==> src/rtl/barrett_reduce_pipe_pkg.sv <==
`default_nettype none
// ============================================================================
//  Package     : kyber_arith_pkg
//  Description : Shared Kyber arithmetic constants, coefficient type and the
//                Barrett multiplier derivation used by barrett_reduce_pipe.
//  Contents    : KYBER_Q, BARRETT_SHIFT, COEFF_W, coeff_t, barrett_v()
//  Revision    : 1.0 - initial release
// ============================================================================
package kyber_arith_pkg;

  localparam int KYBER_Q       = 3329;
  localparam int BARRETT_SHIFT = 26;
  localparam int COEFF_W       = 16;

  typedef logic signed [COEFF_W-1:0] coeff_t;

  // V = floor((2^shift + q/2) / q); 20159 for q=3329, shift=26.
  function automatic int barrett_v(input int q, input int shift);
    longint num;
    num = (longint'(1) << shift) + longint'(q / 2);
    return int'(num / longint'(q));
  endfunction

endpackage
`default_nettype wire

==> src/rtl/barrett_reduce_pipe_if.sv <==
`default_nettype none
// ============================================================================
//  Interface   : barrett_reduce_pipe_if
//  Description : Valid/ready beat bus for the Barrett reducer. Carries LANES
//                packed coefficients, a sideband tag and a per-beat mode bit
//                in, and the reduced lanes plus tag out.
//  Modports    : slave  - the reducer (consumes in_*, produces out_*)
//                master - the surrounding logic (produces in_*, consumes out_*)
//  Revision    : 1.0 - initial release
// ============================================================================
interface barrett_reduce_pipe_if
  import kyber_arith_pkg::*;
#(
  parameter int LANES = 4,
  parameter int WIDTH = COEFF_W,
  parameter int TAG_W = 8
) ();

  logic                   in_valid;
  logic                   in_ready;
  logic [LANES*WIDTH-1:0] in_data;
  logic [TAG_W-1:0]       in_tag;
  logic                   in_canon;
  logic                   out_valid;
  logic                   out_ready;
  logic [LANES*WIDTH-1:0] out_data;
  logic [TAG_W-1:0]       out_tag;

  modport slave (
    input  in_valid, in_data, in_tag, in_canon, out_ready,
    output in_ready, out_valid, out_data, out_tag
  );

  modport master (
    output in_valid, in_data, in_tag, in_canon, out_ready,
    input  in_ready, out_valid, out_data, out_tag
  );

endinterface
`default_nettype wire

==> src/rtl/barrett_reduce_pipe_lane.sv <==
`default_nettype none
// ============================================================================
//  Module      : barrett_lane
//  Description : Combinational per-lane Barrett arithmetic, split at the
//                pipeline register boundaries of barrett_reduce_pipe.
//  Ports       : a_i    -> t_o   quotient estimate t = (V*a + 2^(SHIFT-1))>>>SHIFT
//                s1_a_i, s1_t_i -> r_o   centered remainder r = a - t*Q
//                s2_r_i, canon_i -> c_o  canonical correction (r<0 -> r+Q)
//  Config      : BARRETT_CANON_EN adds the correction ports.
//  Revision    : 1.0 - initial release
// ============================================================================
module barrett_lane
  import kyber_arith_pkg::*;
#(
  parameter int Q     = KYBER_Q,
  parameter int WIDTH = COEFF_W,
  parameter int SHIFT = BARRETT_SHIFT,
  parameter int V     = barrett_v(KYBER_Q, BARRETT_SHIFT)
) (
  input  logic signed [WIDTH-1:0] a_i,
  output logic signed [WIDTH-1:0] t_o,
  input  logic signed [WIDTH-1:0] s1_a_i,
  input  logic signed [WIDTH-1:0] s1_t_i,
  output logic signed [WIDTH-1:0] r_o
`ifdef BARRETT_CANON_EN
  ,
  input  logic signed [WIDTH-1:0] s2_r_i,
  input  logic                    canon_i,
  output logic signed [WIDTH-1:0] c_o
`endif
);

  localparam int P_W = WIDTH + SHIFT;
  localparam int R_W = WIDTH + 2;

  localparam logic signed [P_W-1:0] V_EXT = P_W'(V);
  localparam logic signed [P_W-1:0] RND   = P_W'(1) << (SHIFT - 1);
  localparam logic signed [R_W-1:0] Q_R   = R_W'(Q);

  logic signed [P_W-1:0] a_ext;
  logic signed [P_W-1:0] p;
  logic signed [R_W-1:0] a_r;
  logic signed [R_W-1:0] tq;

  // Rounded quotient estimate; |t| stays tiny so WIDTH bits are ample.
  always_comb begin
    a_ext = P_W'(a_i);
    p     = a_ext * V_EXT + RND;
    t_o   = WIDTH'(p >>> SHIFT);
  end

  // The two extra bits absorb |t*Q| slightly exceeding the WIDTH range;
  // the true remainder always fits back into WIDTH bits.
  always_comb begin
    a_r = R_W'(s1_a_i);
    tq  = R_W'(s1_t_i) * Q_R;
    r_o = WIDTH'(a_r - tq);
  end

`ifdef BARRETT_CANON_EN
  localparam logic signed [WIDTH-1:0] Q_W = WIDTH'(Q);

  always_comb begin
    c_o = s2_r_i;
    if (canon_i && s2_r_i[WIDTH-1]) begin
      c_o = s2_r_i + Q_W;
    end
  end
`endif

endmodule
`default_nettype wire

==> src/rtl/barrett_reduce_pipe.sv <==
`default_nettype none
// ============================================================================
//  Module      : barrett_reduce_pipe
//  Description : Pipelined multi-lane Barrett reducer with valid/ready
//                handshake and tag passthrough. Reduces LANES signed
//                coefficients per beat modulo Q to the centered (or, when
//                enabled and requested, canonical) representative.
//  Ports       : clk     - clock, rising edge
//                rst     - synchronous active-low reset
//                bus_if  - barrett_reduce_pipe_if.slave (in_valid/in_ready/
//                          in_data/in_tag/in_canon, out_valid/out_ready/
//                          out_data/out_tag)
//  Config      : BARRETT_CANON_EN - adds stage S3 (canonical correction),
//                latency/capacity 3; otherwise latency/capacity 2 and
//                in_canon is ignored.
//  Revision    : 1.0 - initial release
// ============================================================================
module barrett_reduce_pipe
  import kyber_arith_pkg::*;
#(
  parameter int Q     = KYBER_Q,
  parameter int WIDTH = COEFF_W,
  parameter int SHIFT = BARRETT_SHIFT,
  parameter int LANES = 4,
  parameter int TAG_W = 8
) (
  input  logic                  clk,
  input  logic                  rst,
  barrett_reduce_pipe_if.slave  bus_if
);

  localparam int V = barrett_v(Q, SHIFT);

  typedef logic [LANES-1:0][WIDTH-1:0] lanes_t;

  lanes_t           t_calc;
  lanes_t           r_calc;

  logic             s1_v_q, s1_v_d;
  lanes_t           s1_a_q, s1_a_d;
  lanes_t           s1_t_q, s1_t_d;
  logic [TAG_W-1:0] s1_tag_q, s1_tag_d;

  logic             s2_v_q, s2_v_d;
  lanes_t           s2_r_q, s2_r_d;
  logic [TAG_W-1:0] s2_tag_q, s2_tag_d;

  logic             s1_rdy;
  logic             s2_rdy;

`ifdef BARRETT_CANON_EN
  lanes_t           c_calc;
  logic             s1_canon_q, s1_canon_d;
  logic             s2_canon_q, s2_canon_d;
  logic             s3_v_q, s3_v_d;
  lanes_t           s3_r_q, s3_r_d;
  logic [TAG_W-1:0] s3_tag_q, s3_tag_d;
  logic             s3_rdy;
`else
  logic             canon_unused;
  assign canon_unused = bus_if.in_canon;
`endif

  for (genvar i = 0; i < LANES; i++) begin : g_lane
    barrett_lane #(
      .Q     (Q),
      .WIDTH (WIDTH),
      .SHIFT (SHIFT),
      .V     (V)
    ) u_lane (
      .a_i    (bus_if.in_data[i*WIDTH +: WIDTH]),
      .t_o    (t_calc[i]),
      .s1_a_i (s1_a_q[i]),
      .s1_t_i (s1_t_q[i]),
      .r_o    (r_calc[i])
`ifdef BARRETT_CANON_EN
      ,
      .s2_r_i (s2_r_q[i]),
      .canon_i(s2_canon_q),
      .c_o    (c_calc[i])
`endif
    );
  end

  // Bubble-collapsing ready chain: a stage may load whenever it is empty or
  // its current contents move on this same cycle.
`ifdef BARRETT_CANON_EN
  assign s3_rdy = !s3_v_q | bus_if.out_ready;
  assign s2_rdy = !s2_v_q | s3_rdy;
`else
  assign s2_rdy = !s2_v_q | bus_if.out_ready;
`endif
  assign s1_rdy = !s1_v_q | s2_rdy;

  assign bus_if.in_ready = s1_rdy;

  always_comb begin
    s1_v_d   = s1_v_q;
    s1_a_d   = s1_a_q;
    s1_t_d   = s1_t_q;
    s1_tag_d = s1_tag_q;
    s2_v_d   = s2_v_q;
    s2_r_d   = s2_r_q;
    s2_tag_d = s2_tag_q;
`ifdef BARRETT_CANON_EN
    s1_canon_d = s1_canon_q;
    s2_canon_d = s2_canon_q;
    s3_v_d     = s3_v_q;
    s3_r_d     = s3_r_q;
    s3_tag_d   = s3_tag_q;
`endif

    if (s1_rdy) begin
      s1_v_d = bus_if.in_valid;
      if (bus_if.in_valid) begin
        s1_a_d   = lanes_t'(bus_if.in_data);
        s1_t_d   = t_calc;
        s1_tag_d = bus_if.in_tag;
`ifdef BARRETT_CANON_EN
        s1_canon_d = bus_if.in_canon;
`endif
      end
    end

    if (s2_rdy) begin
      s2_v_d = s1_v_q;
      if (s1_v_q) begin
        s2_r_d   = r_calc;
        s2_tag_d = s1_tag_q;
`ifdef BARRETT_CANON_EN
        s2_canon_d = s1_canon_q;
`endif
      end
    end

`ifdef BARRETT_CANON_EN
    if (s3_rdy) begin
      s3_v_d = s2_v_q;
      if (s2_v_q) begin
        s3_r_d   = c_calc;
        s3_tag_d = s2_tag_q;
      end
    end
`endif
  end

  always_ff @(posedge clk) begin
    if (!rst) begin
      s1_v_q   <= 1'b0;
      s1_a_q   <= '0;
      s1_t_q   <= '0;
      s1_tag_q <= '0;
      s2_v_q   <= 1'b0;
      s2_r_q   <= '0;
      s2_tag_q <= '0;
`ifdef BARRETT_CANON_EN
      s1_canon_q <= 1'b0;
      s2_canon_q <= 1'b0;
      s3_v_q     <= 1'b0;
      s3_r_q     <= '0;
      s3_tag_q   <= '0;
`endif
    end else begin
      s1_v_q   <= s1_v_d;
      s1_a_q   <= s1_a_d;
      s1_t_q   <= s1_t_d;
      s1_tag_q <= s1_tag_d;
      s2_v_q   <= s2_v_d;
      s2_r_q   <= s2_r_d;
      s2_tag_q <= s2_tag_d;
`ifdef BARRETT_CANON_EN
      s1_canon_q <= s1_canon_d;
      s2_canon_q <= s2_canon_d;
      s3_v_q     <= s3_v_d;
      s3_r_q     <= s3_r_d;
      s3_tag_q   <= s3_tag_d;
`endif
    end
  end

`ifdef BARRETT_CANON_EN
  assign bus_if.out_valid = s3_v_q;
  assign bus_if.out_data  = s3_r_q;
  assign bus_if.out_tag   = s3_tag_q;
`else
  assign bus_if.out_valid = s2_v_q;
  assign bus_if.out_data  = s2_r_q;
  assign bus_if.out_tag   = s2_tag_q;
`endif

endmodule
`default_nettype wire
==> src/flat_wrapper.sv <==
// flat-port wrapper written by rule: the top's interface ports become plain ports
module barrett_reduce_pipe_flat import kyber_arith_pkg::*;
#(
  parameter int Q     = KYBER_Q,
  parameter int WIDTH = COEFF_W,
  parameter int SHIFT = BARRETT_SHIFT,
  parameter int LANES = 4,
  parameter int TAG_W = 8
)
  (clk, rst, bus_if_in_valid, bus_if_in_data, bus_if_in_tag, bus_if_in_canon, bus_if_out_ready, bus_if_in_ready, bus_if_out_valid, bus_if_out_data, bus_if_out_tag);
  barrett_reduce_pipe_if #(.LANES(LANES), .WIDTH(WIDTH), .TAG_W(TAG_W)) bus_if_i ();
  input  logic clk;
  input  logic rst;
  input wire logic [$bits(bus_if_i.in_valid)-1:0] bus_if_in_valid;
  input wire logic [$bits(bus_if_i.in_data)-1:0] bus_if_in_data;
  input wire logic [$bits(bus_if_i.in_tag)-1:0] bus_if_in_tag;
  input wire logic [$bits(bus_if_i.in_canon)-1:0] bus_if_in_canon;
  input wire logic [$bits(bus_if_i.out_ready)-1:0] bus_if_out_ready;
  output wire logic [$bits(bus_if_i.in_ready)-1:0] bus_if_in_ready;
  output wire logic [$bits(bus_if_i.out_valid)-1:0] bus_if_out_valid;
  output wire logic [$bits(bus_if_i.out_data)-1:0] bus_if_out_data;
  output wire logic [$bits(bus_if_i.out_tag)-1:0] bus_if_out_tag;
  assign bus_if_i.in_valid = bus_if_in_valid;
  assign bus_if_i.in_data = bus_if_in_data;
  assign bus_if_i.in_tag = bus_if_in_tag;
  assign bus_if_i.in_canon = bus_if_in_canon;
  assign bus_if_i.out_ready = bus_if_out_ready;
  assign bus_if_in_ready = bus_if_i.in_ready;
  assign bus_if_out_valid = bus_if_i.out_valid;
  assign bus_if_out_data = bus_if_i.out_data;
  assign bus_if_out_tag = bus_if_i.out_tag;
  barrett_reduce_pipe #(.Q(Q), .WIDTH(WIDTH), .SHIFT(SHIFT), .LANES(LANES), .TAG_W(TAG_W)) u_core (.clk(clk), .rst(rst), .bus_if(bus_if_i));
endmodule
==> config.mk <==
export PLATFORM = sky130hd
export DESIGN_NAME = barrett_reduce_pipe_flat
export DESIGN_NICKNAME = d
export VERILOG_FILES = /design/src/rtl/barrett_reduce_pipe_pkg.sv /design/src/rtl/barrett_reduce_pipe_if.sv /design/src/rtl/barrett_reduce_pipe_lane.sv /design/src/rtl/barrett_reduce_pipe.sv /design/src/flat_wrapper.sv
export SDC_FILE = /design/constraint.sdc
export NUM_CORES = 2
export LEC_CHECK = 0
export ABC_AREA = 1
export CAP_MARGIN = 40
export CORE_MARGIN = 4
export CORE_UTILIZATION = 30
export DETAILED_ROUTE_END_ITERATION = 10
export GPL_TIMING_DRIVEN = 0
export SYNTH_ARGS = -nofsm -noshare
export SYNTH_HDL_FRONTEND = slang
export SYNTH_SLANG_ARGS = --single-unit
==> constraint.sdc <==
create_clock -name clk -period 7.5 [get_ports clk]
set_input_delay 1.5 -clock clk [delete_from_list [all_inputs] [get_ports clk]]
set_output_delay 1.5 -clock clk [all_outputs]
set_load 0.05 [all_outputs]
==> flow_summary.ini <==
[worst_hold_path]
hp-start = u_core.s1_a_q[37]
hp-class = reg2reg

[cts]
htree_levels = 1
clk_latency_ns = 0.56
hold_buffers = 0
cts_tree = built
clockBufferDepth = 3
cts.sinks = 210
cts-buffers-inserted = 24
path_clk_slew_ns = 0.06
clock_tree.root_cell = clkbuf_16

[synthesis]
synth_edf_count = 0
synth_cell_types = 51
yosysWarnings = 0
seq_area_frac_synth_pct = 10.31
syn_inst = 4994
synth_area_um2 = 40780
async_flop_share_pct = 0
ys.flop_type = dfxtp_1
synth_seq_cells = 210
syn_area_per_cell_um2 = 8.166
syn_nets = 6425

[placement]
port-buffer-count = 149
gp_congestion = 0.9018
hpwl_um = 95710

[die]
die_h_um = 376.7
io-pin-count = 151
rows = 135
initial_core_util_pct = 30.14
dieArea_um2 = 141900
coreArea_um2 = 135300
die_w_um = 376.7

[status]
outcome = complete, no violations

[critical_path]
worstSetupStartpoint = bus_if_in_data[9]
crit_type = in2reg
cp.arrival_ns = 7.66
worstSetupStartpointType = primary input
worstPathRequired_ns = 7.94
cp_max_fo = 7
reg2reg_from = u_core.s1_t_q[52]
end_kind = flip-flop

[grt]
grtUsageTotal_pct = 15.71
grt_pass1_wl_um = 176100
grt_max_degree = 22
gr-total-overflow = 0
grt_pass1_vias = 32550
antenna_found_initial = 6

[sta]
worst_pin_slew_ns = 0.9676
finalHoldViolCount = 0
fin_crit_ns = 7.222
setup_viol = 0
max_freq_ghz = 0.1385
holdWs_ns = 0.4642
slew_viol_final = 0
post-route-period-util_pct = 96.29
clock_skew_ns = 0.02333
slew_headroom_pct = 35.49

[routing]
via_count = 31590
via_per_inst = 4.493
wire_per_inst_um = 15.69
first_pass_iters = 5
route.detailed.drc = 0
drt_iter0_drc = 1661
ant_nets = 0
wl_um = 110300

[cells_and_area]
num-nets-final = 6664
drive_gt1_share_pct = 5.219
area_growth_pct = 12.66
final_core_util_pct = 33.96

[job]
maxCapViolCount = 0
==> placed cells by master, fill, tap and decap left out, types with 6 or more instances in the layout <==
cell	count
inv_1	1384
dfxtp_1	210
or2_2	17
ha_1	743
nand2_1	662
clkbuf_1	54
nor2_4	11
buf_2	7
nand2_2	24
buf_6	6
clkbuf_4	10
a31oi_1	7
clkbuf_16	24
o21ai_1	21
o21ai_0	195
xnor2_1	51
buf_8	8
clkinvlp_4	21
buf_4	52
nand3_1	113
clkdlybuf4s50_1	99
o21bai_1	11
buf_1	11
o21a_1	6
a21o_1	12
clkbuf_2	24
dlymetal6s2s_1	11
fa_1	611
xor2_1	71
nand4_1	37
nand3b_1	13
nor3_1	16
nor2_2	12
nor2_1	362
a21oi_1	236
inv_2	11
o211ai_1	13
==> cell usage after synthesis, types with 2 or more instances <==
library cell / instances / area (um2)
o211ai_1: 13 / 97.59
inv_2: 9 / 33.78
nand3_1: 113 / 565.5
xor2_1: 71 / 621.9
nor3_1: 17 / 85.08
a21oi_1: 236 / 1181
a21boi_1: 4 / 30.03
a21o_1: 12 / 90.09
o21ai_1: 21 / 105.1
nand3_2: 4 / 40.04
buf_1: 11 / 41.29
nand2_1: 663 / 2489
clkbuf_1: 54 / 202.7
nand2_4: 3 / 33.78
nor3b_1: 2 / 15.01
nor4_2: 3 / 37.54
inv_1: 1406 / 5278
nand4_1: 37 / 231.5
nor3_2: 2 / 20.02
or2_2: 17 / 106.4
o21bai_1: 11 / 82.58
fa_1: 611 / 12230
xor2_2: 3 / 48.80
nor2_4: 11 / 123.9
a21oi_2: 4 / 35.03
a21boi_0: 3 / 22.52
o21ai_0: 195 / 975.9
dfxtp_1: 210 / 4204
nand3b_1: 13 / 97.59
o31ai_1: 5 / 37.54
a31oi_1: 7 / 43.79
nor2_2: 11 / 68.82
ha_1: 743 / 9296
nand2_2: 23 / 143.9
o221ai_1: 3 / 26.28
o21a_1: 6 / 45.04
or2_1: 4 / 25.02
xnor2_1: 54 / 473.0
buf_2: 4 / 20.02
nor2_1: 363 / 1363
nand4_2: 2 / 25.02
==> worst paths after layout <==
kind	to	slack, ns	cells past startpoint
max	u_core.s1_t_q[15]	0.28	28
min	u_core.s1_a_q[37]	0.46	2
max reg2reg	u_core.bus_if.out_data[61]	2.80	18
min reg2reg	u_core.s1_a_q[37]	0.46	2
==> per-layer routing <==
layer | track usage (%) | up-vias | part of all wire, %
li1 | - | 15590 | -
met1 | 21.89 | 15160 | 46
met2 | 25.14 | 720 | 44
met3 | 3.061 | 126 | 7.0
met4 | 3.593 | 0 | 2.5
met5 | 0 | - | 0
==> cells by family after synthesis <==
kind of cell               synth area share, %
adders and majority gates                52.79
and+or+nand+nor                          13.52
xor gates and xnor gates                 2.804
DFF                                      10.31
buffers and inverters                    13.68
AOI/OAI and AO/OA                        6.894
==> worst max-delay path, cell delays in order <==
cell and delay (ns):
buf_2 0.29, clkinvlp_4 0.24, fa_1 0.56, inv_1 0.06, fa_1 0.52, fa_1 0.52, inv_1 0.06, fa_1 0.52
inv_1 0.05, fa_1 0.47, inv_1 0.05, fa_1 0.49, inv_1 0.05, ha_1 0.30, nand2_1 0.10, inv_1 0.08
a21oi_1 0.13, nand3_1 0.18, nand2_1 0.13, nand3_1 0.08, nand2_1 0.23, ha_1 0.21, inv_1 0.07, nor2_4 0.16
nand4_1 0.12, ha_1 0.21, o21ai_0 0.21, nor2_1 0.06
==> cell type report <==
class	instances	area (um2)
clock inverters	14	205.2
diodes	1	2.502
plain buffers	68	281.5
multi-input cells	3299	31030
well taps	1781	2228
repair buffers	214	1963
inverters	1416	5390
flip-flops and latches	210	4204
clock buffers	29	639.4
fillers	14110	89360
==> registers in the layout (all words and copies together) (netlist names) <==
register / cells
u_core.s1_a_q: 64
u_core.bus_if.out_valid: 1
u_core.bus_if.out_data: 64
u_core.s1_v_q: 1
u_core.s1_t_q: 64
u_core.s1_tag_q: 8
u_core.bus_if.out_tag: 8
==> per-stage QoR <==
stage                     area, um2  setup TNS, ns  worst slack [ns]  instances
after floorplan               40780              0            0.2783       4994
after global placement        44500         -98.39            -1.978       6924
after detailed placement      44730         -78.74            -1.777       6940
after CTS                     45700              0          0.004756       6996
after global routing          45940       -0.03414          -0.02141       7031
final                         45940              0            0.2784       7032
==> timing repair <==
action | 4_1_cts | 5_1_grt
endpoints found under the setup margin | 64 | 32
setup buffers | 14 | 35
endpoints found under the hold margin | 0 | 0
cloned | 0 | 0
gates resized for setup | 84 | 129
pin swaps | 0 | 1
Power is not shown: default switching activity piles up to over one toggle a cycle in this logic, so the estimate is an artifact.
